`src/rtl/du_host_ctrl.sv`:
```
`default_nettype none
// ============================================================================
//  Module   : du_host_ctrl
//  Brief    : Debug-unit master. Decodes host bytes to load, run or step the
//             pipeline, then streams the register file and data memory back.
//  Revision : 1.0  initial release
// ============================================================================
module du_host_ctrl #(
    parameter int NB_DATA        = 32,
    parameter int NB_MEM_ADDR    = 8,
    parameter int NB_REG_ADDR    = 5,
    parameter int MAX_WORDS      = 64,
    parameter int MEM_DUMP_WORDS = 32,
    parameter int RUN_TIMEOUT    = 1024
) (
    input  logic                   i_clk,
    input  logic                   i_reset,
    input  logic [7:0]             i_rx_data,
    input  logic                   i_rx_valid,
    output logic [7:0]             o_tx_data,
    output logic                   o_tx_valid,
    input  logic                   i_tx_ready,
    output logic                   o_pipe_reset,
    output logic [NB_DATA-1:0]     o_du_data,
    output logic [NB_DATA-1:0]     o_du_inst_addr_wr,
    output logic                   o_du_write_en,
    output logic                   o_du_read_en,
    output logic [NB_REG_ADDR-1:0] o_du_reg_addr,
    output logic [NB_MEM_ADDR-1:0] o_du_mem_addr,
    input  logic                   i_du_halt,
    input  logic [NB_DATA-1:0]     i_du_regs_data,
    input  logic [NB_DATA-1:0]     i_du_mem_data,
    output logic                   o_busy
);

    localparam int C_ST_W = 4;
    localparam logic [C_ST_W-1:0] S_IDLE       = 4'd0;
    localparam logic [C_ST_W-1:0] S_LOAD_N     = 4'd1;
    localparam logic [C_ST_W-1:0] S_LOAD_BYTES = 4'd2;
    localparam logic [C_ST_W-1:0] S_RUN        = 4'd3;
    localparam logic [C_ST_W-1:0] S_STEP       = 4'd4;
    localparam logic [C_ST_W-1:0] S_DUMP_ADDR  = 4'd5;
    localparam logic [C_ST_W-1:0] S_DUMP_WAIT  = 4'd6;
    localparam logic [C_ST_W-1:0] S_DUMP_CAP   = 4'd7;
    localparam logic [C_ST_W-1:0] S_DUMP_TX    = 4'd8;
    localparam logic [C_ST_W-1:0] S_TX_WAIT    = 4'd9;
    localparam logic [C_ST_W-1:0] S_ACK        = 4'd10;

    localparam logic [7:0] C_CMD_LOAD = 8'h4C;
    localparam logic [7:0] C_CMD_RUN  = 8'h52;
    localparam logic [7:0] C_CMD_STEP = 8'h53;
    localparam logic [7:0] C_CMD_DUMP = 8'h44;
    localparam logic [7:0] C_ACK      = 8'h06;
    localparam logic [7:0] C_NAK      = 8'h15;

    localparam logic [7:0] C_MAX_WORDS = 8'(MAX_WORDS);
    localparam logic [7:0] C_REG_LAST  = 8'((1 << NB_REG_ADDR) - 1);
    localparam logic [7:0] C_MEM_LAST  = 8'(MEM_DUMP_WORDS - 1);
    localparam int         C_TO_W      = $clog2(RUN_TIMEOUT + 1);
    localparam logic [C_TO_W-1:0] C_TIMEOUT = C_TO_W'(RUN_TIMEOUT);

    logic [C_ST_W-1:0]     r_state;
    logic [C_ST_W-1:0]     r_ret;
    logic [7:0]            r_tx_data;
    logic                  r_tx_valid;
    logic                  r_pipe_reset;
    logic                  r_write_en;
    logic [NB_DATA-1:0]    r_du_data;
    logic [NB_DATA-1:0]    r_inst_addr;
    logic [NB_REG_ADDR-1:0] r_reg_addr;
    logic [NB_MEM_ADDR-1:0] r_mem_addr;
    logic [7:0]            r_nwords;
    logic [7:0]            r_word_idx;
    logic [1:0]            r_byte_cnt;
    logic [NB_DATA-9:0]    r_word_sr;
    logic [C_TO_W-1:0]     r_timeout;
    logic [7:0]            r_idx;
    logic                  r_dump_mem;
    logic [NB_DATA-1:0]    r_dump_sr;
    logic                  w_read_en;

    // Run enable is gated by halt combinationally so the pipeline never advances past HALT.
    assign w_read_en = (((r_state == S_RUN) && (r_timeout != C_TIMEOUT)) || (r_state == S_STEP))
                       && !i_du_halt;

    always_ff @(posedge i_clk) begin
        if (i_reset) begin
            r_state      <= S_IDLE;
            r_ret        <= S_IDLE;
            r_tx_data    <= '0;
            r_tx_valid   <= 1'b0;
            r_pipe_reset <= 1'b0;
            r_write_en   <= 1'b0;
            r_du_data    <= '0;
            r_inst_addr  <= '0;
            r_reg_addr   <= '0;
            r_mem_addr   <= '0;
            r_nwords     <= '0;
            r_word_idx   <= '0;
            r_byte_cnt   <= '0;
            r_word_sr    <= '0;
            r_timeout    <= '0;
            r_idx        <= '0;
            r_dump_mem   <= 1'b0;
            r_dump_sr    <= '0;
        end else begin
            r_pipe_reset <= 1'b0;
            r_write_en   <= 1'b0;
            if (r_tx_valid && i_tx_ready)
                r_tx_valid <= 1'b0;

            case (r_state)
                S_IDLE: begin
                    if (i_rx_valid) begin
                        case (i_rx_data)
                            C_CMD_LOAD: begin
                                r_pipe_reset <= 1'b1;
                                r_state      <= S_LOAD_N;
                            end
                            C_CMD_RUN: begin
                                r_timeout <= '0;
                                r_state   <= S_RUN;
                            end
                            C_CMD_STEP: r_state <= S_STEP;
                            C_CMD_DUMP: begin
                                r_idx      <= '0;
                                r_dump_mem <= 1'b0;
                                r_state    <= S_DUMP_ADDR;
                            end
                            default: begin
                                r_tx_data  <= C_NAK;
                                r_tx_valid <= 1'b1;
                                r_ret      <= S_IDLE;
                                r_state    <= S_TX_WAIT;
                            end
                        endcase
                    end
                end
                S_LOAD_N: begin
                    if (i_rx_valid) begin
                        if ((i_rx_data == 8'd0) || (i_rx_data > C_MAX_WORDS)) begin
                            r_tx_data  <= C_NAK;
                            r_tx_valid <= 1'b1;
                            r_ret      <= S_IDLE;
                            r_state    <= S_TX_WAIT;
                        end else begin
                            r_nwords   <= i_rx_data;
                            r_word_idx <= '0;
                            r_byte_cnt <= '0;
                            r_state    <= S_LOAD_BYTES;
                        end
                    end
                end
                S_LOAD_BYTES: begin
                    if (i_rx_valid) begin
                        r_byte_cnt <= r_byte_cnt + 2'd1;
                        if (r_byte_cnt == 2'd3) begin
                            r_write_en  <= 1'b1;
                            r_du_data   <= {r_word_sr, i_rx_data};
                            r_inst_addr <= {{(NB_DATA-10){1'b0}}, r_word_idx, 2'b00};
                            r_word_idx  <= r_word_idx + 8'd1;
                            if (r_word_idx == (r_nwords - 8'd1)) begin
                                r_tx_data  <= C_ACK;
                                r_tx_valid <= 1'b1;
                                r_ret      <= S_IDLE;
                                r_state    <= S_TX_WAIT;
                            end
                        end else begin
                            r_word_sr <= {r_word_sr[NB_DATA-17:0], i_rx_data};
                        end
                    end
                end
                S_RUN: begin
                    if (i_du_halt) begin
                        r_idx      <= '0;
                        r_dump_mem <= 1'b0;
                        r_state    <= S_DUMP_ADDR;
                    end else if (r_timeout == C_TIMEOUT) begin
                        r_tx_data  <= C_NAK;
                        r_tx_valid <= 1'b1;
                        r_idx      <= '0;
                        r_dump_mem <= 1'b0;
                        r_ret      <= S_DUMP_ADDR;
                        r_state    <= S_TX_WAIT;
                    end else begin
                        r_timeout <= r_timeout + 1'b1;
                    end
                end
                S_STEP: begin
                    r_idx      <= '0;
                    r_dump_mem <= 1'b0;
                    r_state    <= S_DUMP_ADDR;
                end
                S_DUMP_ADDR: begin
                    r_reg_addr <= r_idx[NB_REG_ADDR-1:0];
                    r_mem_addr <= {r_idx[NB_MEM_ADDR-3:0], 2'b00};
                    r_state    <= S_DUMP_WAIT;
                end
                S_DUMP_WAIT: r_state <= S_DUMP_CAP;
                S_DUMP_CAP: begin
                    r_dump_sr  <= r_dump_mem ? i_du_mem_data : i_du_regs_data;
                    r_byte_cnt <= '0;
                    r_state    <= S_DUMP_TX;
                end
                S_DUMP_TX: begin
                    r_tx_data  <= r_dump_sr[NB_DATA-1 -: 8];
                    r_dump_sr  <= r_dump_sr << 8;
                    r_tx_valid <= 1'b1;
                    r_byte_cnt <= r_byte_cnt + 2'd1;
                    r_state    <= S_TX_WAIT;
                    if (r_byte_cnt != 2'd3) begin
                        r_ret <= S_DUMP_TX;
                    end else if (r_dump_mem && (r_idx == C_MEM_LAST)) begin
                        r_ret <= S_ACK;
                    end else begin
                        r_ret <= S_DUMP_ADDR;
                        if (!r_dump_mem && (r_idx == C_REG_LAST)) begin
                            r_dump_mem <= 1'b1;
                            r_idx      <= '0;
                        end else begin
                            r_idx <= r_idx + 8'd1;
                        end
                    end
                end
                S_ACK: begin
                    r_tx_data  <= C_ACK;
                    r_tx_valid <= 1'b1;
                    r_ret      <= S_IDLE;
                    r_state    <= S_TX_WAIT;
                end
                S_TX_WAIT: begin
                    if (r_tx_valid && i_tx_ready)
                        r_state <= r_ret;
                end
                default: r_state <= S_IDLE;
            endcase
        end
    end

    assign o_tx_data         = r_tx_data;
    assign o_tx_valid        = r_tx_valid;
    assign o_pipe_reset      = r_pipe_reset;
    assign o_du_data         = r_du_data;
    assign o_du_inst_addr_wr = r_inst_addr;
    assign o_du_write_en     = r_write_en;
    assign o_du_read_en      = w_read_en;
    assign o_du_reg_addr     = r_reg_addr;
    assign o_du_mem_addr     = r_mem_addr;
    assign o_busy            = (r_state != S_IDLE);

endmodule
`default_nettype wire
```
`config.mk`:
```
export PLATFORM = sky130hd
export DESIGN_NAME = du_host_ctrl
export DESIGN_NICKNAME = d
export VERILOG_FILES = /design/src/rtl/du_host_ctrl.sv
export SDC_FILE = /design/constraint.sdc
export NUM_CORES = 1
export LEC_CHECK = 0
export CORE_MARGIN = 2
export CORE_UTILIZATION = 51
export DETAILED_ROUTE_END_ITERATION = 7
export HOLD_SLACK_MARGIN = 0.15
export PLACE_DENSITY = 0.88
export SYNTH_ARGS = -nofsm -noshare
export SYNTH_HDL_FRONTEND = slang
export SYNTH_SLANG_ARGS = --single-unit
```
`constraint.sdc`:
```
create_clock -name i_clk -period 3.2 [get_ports i_clk]
set_input_delay 0.96 -clock i_clk [delete_from_list [all_inputs] [get_ports i_clk]]
set_output_delay 0.96 -clock i_clk [all_outputs]
set_load 0.01 [all_outputs]
```
==> summary.log, run 1 <==
qor: drt.post-route-drc-count 0
qor: cells_and_area.final_util 67.5%
qor: clock_tree.clk_latency 0.43 ns
qor: cells_and_area.antenna_cells 0
qor: cells_and_area.fillCellCount 1,130
qor: job.max_cap_violations 0
qor: setup_path.critical_path.endpoint_type output pin
qor: global_route.grt.busiest_layer met2
qor: synthesis.postSynthRegisterBits 158
qor: cells_and_area.final_area 9770 um2
qor: timing.hold_viol_final 0
qor: synthesis.syn_area_per_cell 8.20 um2
qor: placed_design.placed_cell_area 9170 um2
qor: floorplan.chipHeight 126 um
qor: cells_and_area.share_of_final_layout_standard_cells_stronger_than_drive_strength_1 11.6%
qor: floorplan.initial_utilization 52.2%
qor: clock_tree.clock_pin_transition_on_the_worst_setup_and_hold_timing_paths 0.07 ns
qor: timing.maxSlewHeadroom 27.4%
qor: clock_tree.cts_inserted_buffers 17
qor: timing.slew_viol_final 0
qor: synthesis.synthesis.yosys.warnings 0
qor: drt.final_antenna_net_count 0
qor: global_route.grt_pass1_vias 6,497
qor: clock_tree.clock_path_buffers 2
qor: setup_path.crit_fanout 3
qor: drt.drt_iter0_drc 835
qor: floorplan.floorplan.die_area 15,800 um2
qor: drt.first_pass_iters 6
qor: drt.drt-total-wl 19,700 um
qor: setup_path.timing.critical_path.from_type register
qor: pwr.cellPowerDensity 581 nW/um2
qor: setup_path.timing.setup.critical_path_class reg2out
qor: floorplan.placementRows 44
qor: setup_path.worst-endpoint-arrival 2.16 ns
qor: timing.worst-slew-pin-transition 1.08 ns
qor: pwr.worst_ir_drop_on_vdd 0.000588 V
qor: cells_and_area.flow.area_growth_from_synthesis 29.3%
qor: global_route.globalRouteTotalUtil 24.4%
qor: timing.final_min_period_over_clock_period 97.4%
qor: placed_design.buffer_ports.inserted 140
qor: synthesis.postSynthCellCount 922
qor: global_route.grt_pass1_wl 31,600 um
qor: global_route.antenna_found_initial 0
qor: global_route.grt.overflow.total 0
qor: drt.wire_per_inst 15.6 um
qor: synthesis.asyncSetResetFlopFracSynth 0%
qor: hold_path.hold_class reg2reg
qor: setup_path.cp_data_required_time 2.24 ns
qor: synthesis.postSynth.topFlopCell sky130_fd_sc_hd__dfxtp_1
qor: synthesis.synthesis.area 7560 um2
qor: clock_tree.cts_tree done
qor: global_route.pin_count_of_the_biggest_net_entering_global_routing 54
qor: cells_and_area.most_frequent_cells_in_the_layout 164 x sky130_fd_sc_hd__nand2_1, 155 x sky130_fd_sc_hd__dfxtp_1, 138 x sky130_fd_sc_hd__clkdlybuf4s50_1, 102 x sky130_fd_sc_hd__nor2_1, 90 x sky130_fd_sc_hd__a21oi_1
qor: clock_tree.cts_hold_repair.buffers 0
qor: drt.routed-via-count 7,014
qor: status.status completed
qor: global_route.grt.met2_usage 40.0%
qor: pwr.leakage 3.47 nW
qor: floorplan.floorplan.die.width 126 um
qor: global_route.groute.layer.met1.usage 31.0%
qor: timing.worst_clock_skew 0.00793 ns
qor: placed_design.place.gp.congestion 0.978
qor: synthesis.synth-seq-area-share 41.9%
qor: clock_tree.clk_tree_root_cell sky130_fd_sc_hd__clkbuf_16
qor: clock_tree.clock_sinks 158
qor: floorplan.placeableCoreArea 14,500 um2
qor: synthesis.yosysUniqueCellTypes 74
qor: clock_tree.ctsHtreeMaxLevel 4
qor: floorplan.number_of_top_level_design_ports 167
qor: timing.finalWorstPathRequiredPeriod 3.12 ns
qor: timing.fmax 321 MHz
qor: timing.rsz0062_at_grt no
qor: placed_design.dpl.hpwl 13,300 um
qor: drt.via_density_per_instance 5.57
qor: cells_and_area.nNetsFinal 1,145
qor: synthesis.count_of_flip_flops_with_a_built_in_enable_after_synthesis 0
qor: global_route.global_route.usage.met3 7.22%
qor: timing.setup-violations-final 0
qor: cells_and_area.layout.cells.most_common sky130_fd_sc_hd__nand2_1
==> area by class of cell <==
class | instances | area [um2] | share of cell area (%)
clock inverter | 15 | 160 | 1.64
timing repair buffer | 189 | 1780 | 18.2
clock buffer | 17 | 425 | 4.36
multi-input combinational | 675 | 3930 | 40.2
inverter | 21 | 78.8 | 0.807
sequential | 158 | 3170 | 32.4
tap | 184 | 230 | 2.36
==> flip-flops by register name (all words and copies together) (netlist names), 2 cells and up <==
register and cells:
r_idx 8, o_du_mem_addr 2, o_du_reg_addr 4, r_ret 3, r_word_sr 24, r_timeout 11
r_state 4, r_byte_cnt 2, o_tx_data 8, o_du_inst_addr_wr 8, r_dump_sr 32, r_nwords 8
r_word_idx 8, o_du_data 32
==> metal layers <==
| layer | routed length [um] | up-vias |
|---|---|---|
| met5 | 0 | - |
| met4 | 370 | 0 |
| met3 | 1360 | 43 |
| met2 | 9630 | 248 |
| met1 | 8320 | 3281 |
| li1 | - | 3442 |
==> logic make-up after synthesis <==
logic type      count (synthesis)  share of synthesized area [%]
flops                         158                           41.9
other cells                     1                         0.0496
xor+xnor                       21                           2.43
buf+inv                       114                           7.50
compound gates                187                           16.4
simple gates                  388                           24.4
mux                            47                           6.39
fa+ha+maj                       6                          0.993
==> cells in the mapped netlist (5+ instances only) <==
library cell               count  area share (%)
sky130_fd_sc_hd__a21oi_1      90             6.0
sky130_fd_sc_hd__a221oi_1     16             1.9
sky130_fd_sc_hd__a31oi_1       8            0.66
sky130_fd_sc_hd__a32o_1        5            0.66
sky130_fd_sc_hd__and3_1        9            0.74
sky130_fd_sc_hd__buf_2         6            0.40
sky130_fd_sc_hd__buf_4        31             3.1
sky130_fd_sc_hd__clkbuf_1     52             2.6
sky130_fd_sc_hd__dfxtp_1     158              42
sky130_fd_sc_hd__ha_1          6            0.99
sky130_fd_sc_hd__inv_1        21             1.0
sky130_fd_sc_hd__mux2_2       10             1.5
sky130_fd_sc_hd__mux2i_1      37             4.9
sky130_fd_sc_hd__nand2_1     164             8.1
sky130_fd_sc_hd__nand3_1      17             1.1
sky130_fd_sc_hd__nand4_1       8            0.66
sky130_fd_sc_hd__nor2_1      102             5.1
sky130_fd_sc_hd__nor2b_1       7            0.58
sky130_fd_sc_hd__nor3_1       20             1.3
sky130_fd_sc_hd__nor4_1        5            0.41
sky130_fd_sc_hd__o21ai_0      17             1.1
sky130_fd_sc_hd__o22ai_1      11            0.91
sky130_fd_sc_hd__or2_2         5            0.41
sky130_fd_sc_hd__or3_1         9            0.74
sky130_fd_sc_hd__or4_1         5            0.50
sky130_fd_sc_hd__xnor2_1      15             1.7
sky130_fd_sc_hd__xor2_1        6            0.70
==> timing repair <==
item,4_1_cts,5_1_grt
pin swaps,0,1
setup buffers,0,1
gates resized for setup,1,4
endpoints found under the setup margin,1,1
==> power by group <==
group          leakage, nW  switching [mW]  internal (mW)
Sequential            1.28           0.109           2.09
Clock                0.286           0.954           1.05
Combinational         1.91           0.847          0.625
==> metrics by stage <==
step                hold WS, ns  TNS [ns]  cells  setup slack (ns)  power, mW
floorplan                 0.432         0    947             0.425       3.16
global placement          0.440    -0.758   1226            -0.112       3.62
detailed placement        0.446     -1.89   1226            -0.181       3.65
CTS                       0.456         0   1258           0.00544       5.65
global route              0.470         0   1259           0.00776       5.90
finish                    0.452         0   1259            0.0842       5.67
==> worst paths after layout <==
check	startpoint	end	slack [ns]	cells after the start
max	r_timeout[0]	o_du_read_en	0.08	6
min	o_du_data[29]	o_du_data[29]	0.45	2
max reg2reg	r_idx[0]	r_dump_mem	0.55	6
min reg2reg	o_du_data[29]	o_du_data[29]	0.45	2
==> worst max-delay path: stages, from the launching register on <==
cell and delay (ns):
sky130_fd_sc_hd__dfxtp_2 0.34, sky130_fd_sc_hd__inv_2 0.06, sky130_fd_sc_hd__ha_1 0.14, sky130_fd_sc_hd__or4b_4 0.51
sky130_fd_sc_hd__o311ai_4 0.26, sky130_fd_sc_hd__o41ai_2 0.12, sky130_fd_sc_hd__dlygate4sd2_1 0.30
No activity file was read; power rests on OpenSTA's default activity.
==> run 2: changes to the inputs <==
--- a/config.mk
+++ b/config.mk
@@ -7,9 +7,11 @@
 export LEC_CHECK = 0
 export CORE_MARGIN = 2
 export CORE_UTILIZATION = 51
+export CTS_BUF_LIST = sky130_fd_sc_hd__clkbuf_8
 export DETAILED_ROUTE_END_ITERATION = 7
 export HOLD_SLACK_MARGIN = 0.15
 export PLACE_DENSITY = 0.88
+export SLEW_MARGIN = 20
 export SYNTH_ARGS = -nofsm -noshare
 export SYNTH_HDL_FRONTEND = slang
 export SYNTH_SLANG_ARGS = --single-unit
==> summary.log, run 2 (same netlist as run 1, synthesis figures left out) <==
qor: drt.wire_per_inst 15.1 um [-3.2%]
qor: timing.finalWorstPathRequiredPeriod 3.08 ns [-0.0353 ns]
qor: pwr.switching_power 1.82 mW [-4.8%]
qor: global_route.grt_pass1_vias 6,468 [-0.45%]
qor: clock_tree.clock_pin_transition_on_the_worst_setup_and_hold_timing_paths 0.10 ns [+0.03 ns]
qor: floorplan.initial_utilization 52.2% [unchanged]
qor: floorplan.placeableCoreArea 14,500 um2 [unchanged]
qor: pwr.netSwitchingFraction 35.5% [+1.8 points]
qor: timing.hold_viol_final 0 [unchanged]
qor: pwr.power.share.clock 28.7% [-6.6 points]
qor: status.status completed
qor: cells_and_area.layout.cells.most_common sky130_fd_sc_hd__nand2_1
qor: clock_tree.cts_hold_repair.buffers 0 [unchanged]
qor: clock_tree.clk_tree_root_cell sky130_fd_sc_hd__clkbuf_8
qor: placed_design.placement.setup.worst_slack -0.181 ns [unchanged]
qor: timing.rsz0062_at_grt no
qor: pwr.power.combinational.fraction 28.6% [+2.6 points]
qor: timing.maxSlewHeadroom 25.7% [-1.7 points]
qor: placed_design.placed_cell_area 9170 um2 [unchanged]
qor: clock_tree.ctsHtreeMaxLevel 4 [unchanged]
qor: timing.finalHoldWorstSlack 0.457 ns [+0.00438 ns]
qor: job.max_cap_violations 0 [unchanged]
qor: pwr.power.sequential.fraction 42.8% [+4.1 points]
qor: drt.first_pass_iters 5 [-1]
qor: setup_path.critical_path.endpoint_type output pin
qor: placed_design.place.gp.congestion 0.978 [unchanged]
qor: floorplan.placementRows 44 [unchanged]
qor: setup_path.path_cells inv_1, ha_1, or4b_4, o311ai_4, o41ai_2, clkbuf_2
qor: timing.postLayoutSetupSlackWorst 0.120 ns [+0.0353 ns]
qor: global_route.pin_count_of_the_biggest_net_entering_global_routing 54 [unchanged]
qor: floorplan.number_of_top_level_design_ports 167 [unchanged]
qor: clock_tree.clock_path_buffers 2 [unchanged]
qor: drt.via_density_per_instance 5.59 [+0.27%]
qor: cells_and_area.share_of_final_layout_standard_cells_stronger_than_drive_strength_1 11.7% [+0.071 points]
qor: clock_tree.cts_inserted_buffers 17 [unchanged]
qor: timing.worst-slew-pin-transition 1.10 ns [+0.0258 ns]
qor: hold_path.hold_class reg2reg
qor: drt.post-route-drc-count 0 [unchanged]
qor: setup_path.timing.critical_path.slowest_stage_cell sky130_fd_sc_hd__or4b_4
qor: cells_and_area.most_frequent_cells_in_the_layout 164 x sky130_fd_sc_hd__nand2_1, 156 x sky130_fd_sc_hd__dfxtp_1, 138 x sky130_fd_sc_hd__clkdlybuf4s50_1, 102 x sky130_fd_sc_hd__nor2_1, 90 x sky130_fd_sc_hd__a21oi_1
qor: global_route.grt.overflow.total 0 [unchanged]
qor: drt.drt-total-wl 19,100 um [-3.1%]
qor: floorplan.floorplan.die.width 126 um [unchanged]
qor: clock_tree.cts_tree done
qor: cells_and_area.instances_no_fill 1,261 [+0.16%]
qor: setup_path.critPathMaxStageDelay 0.50 ns [about the same]
qor: setup_path.worst-endpoint-arrival 2.12 ns [-0.04 ns]
qor: placed_design.dpl.hpwl 13,300 um [unchanged]
qor: floorplan.chipHeight 126 um [unchanged]
qor: placed_design.buffer_ports.inserted 140 [unchanged]
qor: global_route.grt_pass1_wl 31,200 um [-1.3%]
qor: pwr.power.internal 3.31 mW [-12%]
qor: pwr.leakage 3.39 nW [-2.4%]
qor: timing.worst_clock_skew 0.0115 ns [+0.00360 ns]
qor: timing.final_min_period_over_clock_period 96.3% [-1.1 points]
qor: setup_path.cp_data_required_time 2.24 ns [about the same]
qor: drt.final_antenna_net_count 0 [unchanged]
qor: cells_and_area.final_area 9590 um2 [-1.9%]
qor: drt.drt_iter0_drc 764 [-8.5%]
qor: timing.setup-violations-final 0 [unchanged]
qor: timing.slew_viol_final 0 [unchanged]
qor: clock_tree.clock_sinks 158 [unchanged]
qor: cells_and_area.nNetsFinal 1,147 [+0.17%]
qor: cells_and_area.flow.area_growth_from_synthesis 26.9%
qor: clock_tree.clk_latency 0.47 ns [+0.04 ns]
qor: pwr.worst_ir_drop_on_vdd 0.000429 V [-27%]
qor: cells_and_area.antenna_cells 0 [unchanged]
qor: setup_path.crit_fanout 3 [unchanged]
qor: pwr.cellPowerDensity 535 nW/um2 [-7.9%]
qor: timing.totalNegativeSetupSlack 0 ns [unchanged]
qor: floorplan.floorplan.die_area 15,800 um2 [unchanged]
qor: setup_path.timing.critical_path.from_type register
qor: global_route.globalRouteTotalUtil 23.9% [-0.48 points]
qor: drt.routed-via-count 7,044 [+0.43%]
qor: placed_design.dp_cells 1,226 [unchanged]
qor: global_route.antenna_found_initial 0 [unchanged]
qor: cells_and_area.fillCellCount 1,156 [+2.3%]
qor: setup_path.timing.setup.critical_path_class reg2out
qor: timing.fmax 325 MHz [+1.1%]
==> run 2: critical path: cells and delay by family (launching register included) <==
kind,cells,cell delay (ns)
AOI/OAI and AO/OA,2,0.44
buffers and inverters,2,0.22
adders and majority gates,1,0.15
and+or+nand+nor,1,0.50
DFF,1,0.35
==> run 2: worst paths after layout <==
kind            startpoint       endpoint  slack (ns)  cells past startpoint
max           r_timeout[0]   o_du_read_en        0.12                      6
min          o_du_data[29]  o_du_data[29]        0.46                      2
max reg2reg   r_timeout[0]       r_ret[2]        0.43                      9
min reg2reg  o_du_data[29]  o_du_data[29]        0.46                      2
==> run 2: metal layers <==
metal / routed length, um / global-route usage, %
met1: 8010 / 31.5
met2: 9210 / 38.6
met3: 1370 / 5.48
met4: 490 / 8.60
met5: 0 / 0
==> run 2: layout make-up <==
| type | instances | area, um2 | share of cell area, % |
|---|---|---|---|
| multi-input combinational | 675 | 3930 | 41.0 |
| sequential | 158 | 3170 | 33.0 |
| timing repair buffer | 191 | 1790 | 18.7 |
| clock buffer | 17 | 234 | 2.44 |
| tap | 184 | 230 | 2.40 |
| clock inverter | 15 | 160 | 1.67 |
| inverter | 21 | 78.8 | 0.822 |
==> run 2: timing repair <==
action / CTS / global route
buffers inserted: 2 / 1
gates cloned: 0 / 0
resized for setup: 2 / 3
endpoints found under the setup margin: 1 / 1
pin swaps: 1 / 1
==> run 2: through the flow <==
stage	total power [mW]	utilization (%)
6_report	5.13	66.2
5_1_grt	5.37	66.2
4_1_cts	5.12	66.2
3_5_place_dp	3.65	63.3
3_3_place_gp	3.62	63.3
2_1_floorplan	3.16	-
==> run 2: power groups by stage <==
stage	logic (mW)	clock network [mW]	registers, mW
floorplan	0.959	0	2.20
global placement	1.39	0	2.23
detailed placement	1.42	0	2.23
CTS	1.44	1.49	2.19
global route	1.58	1.58	2.21
finish	1.46	1.47	2.19
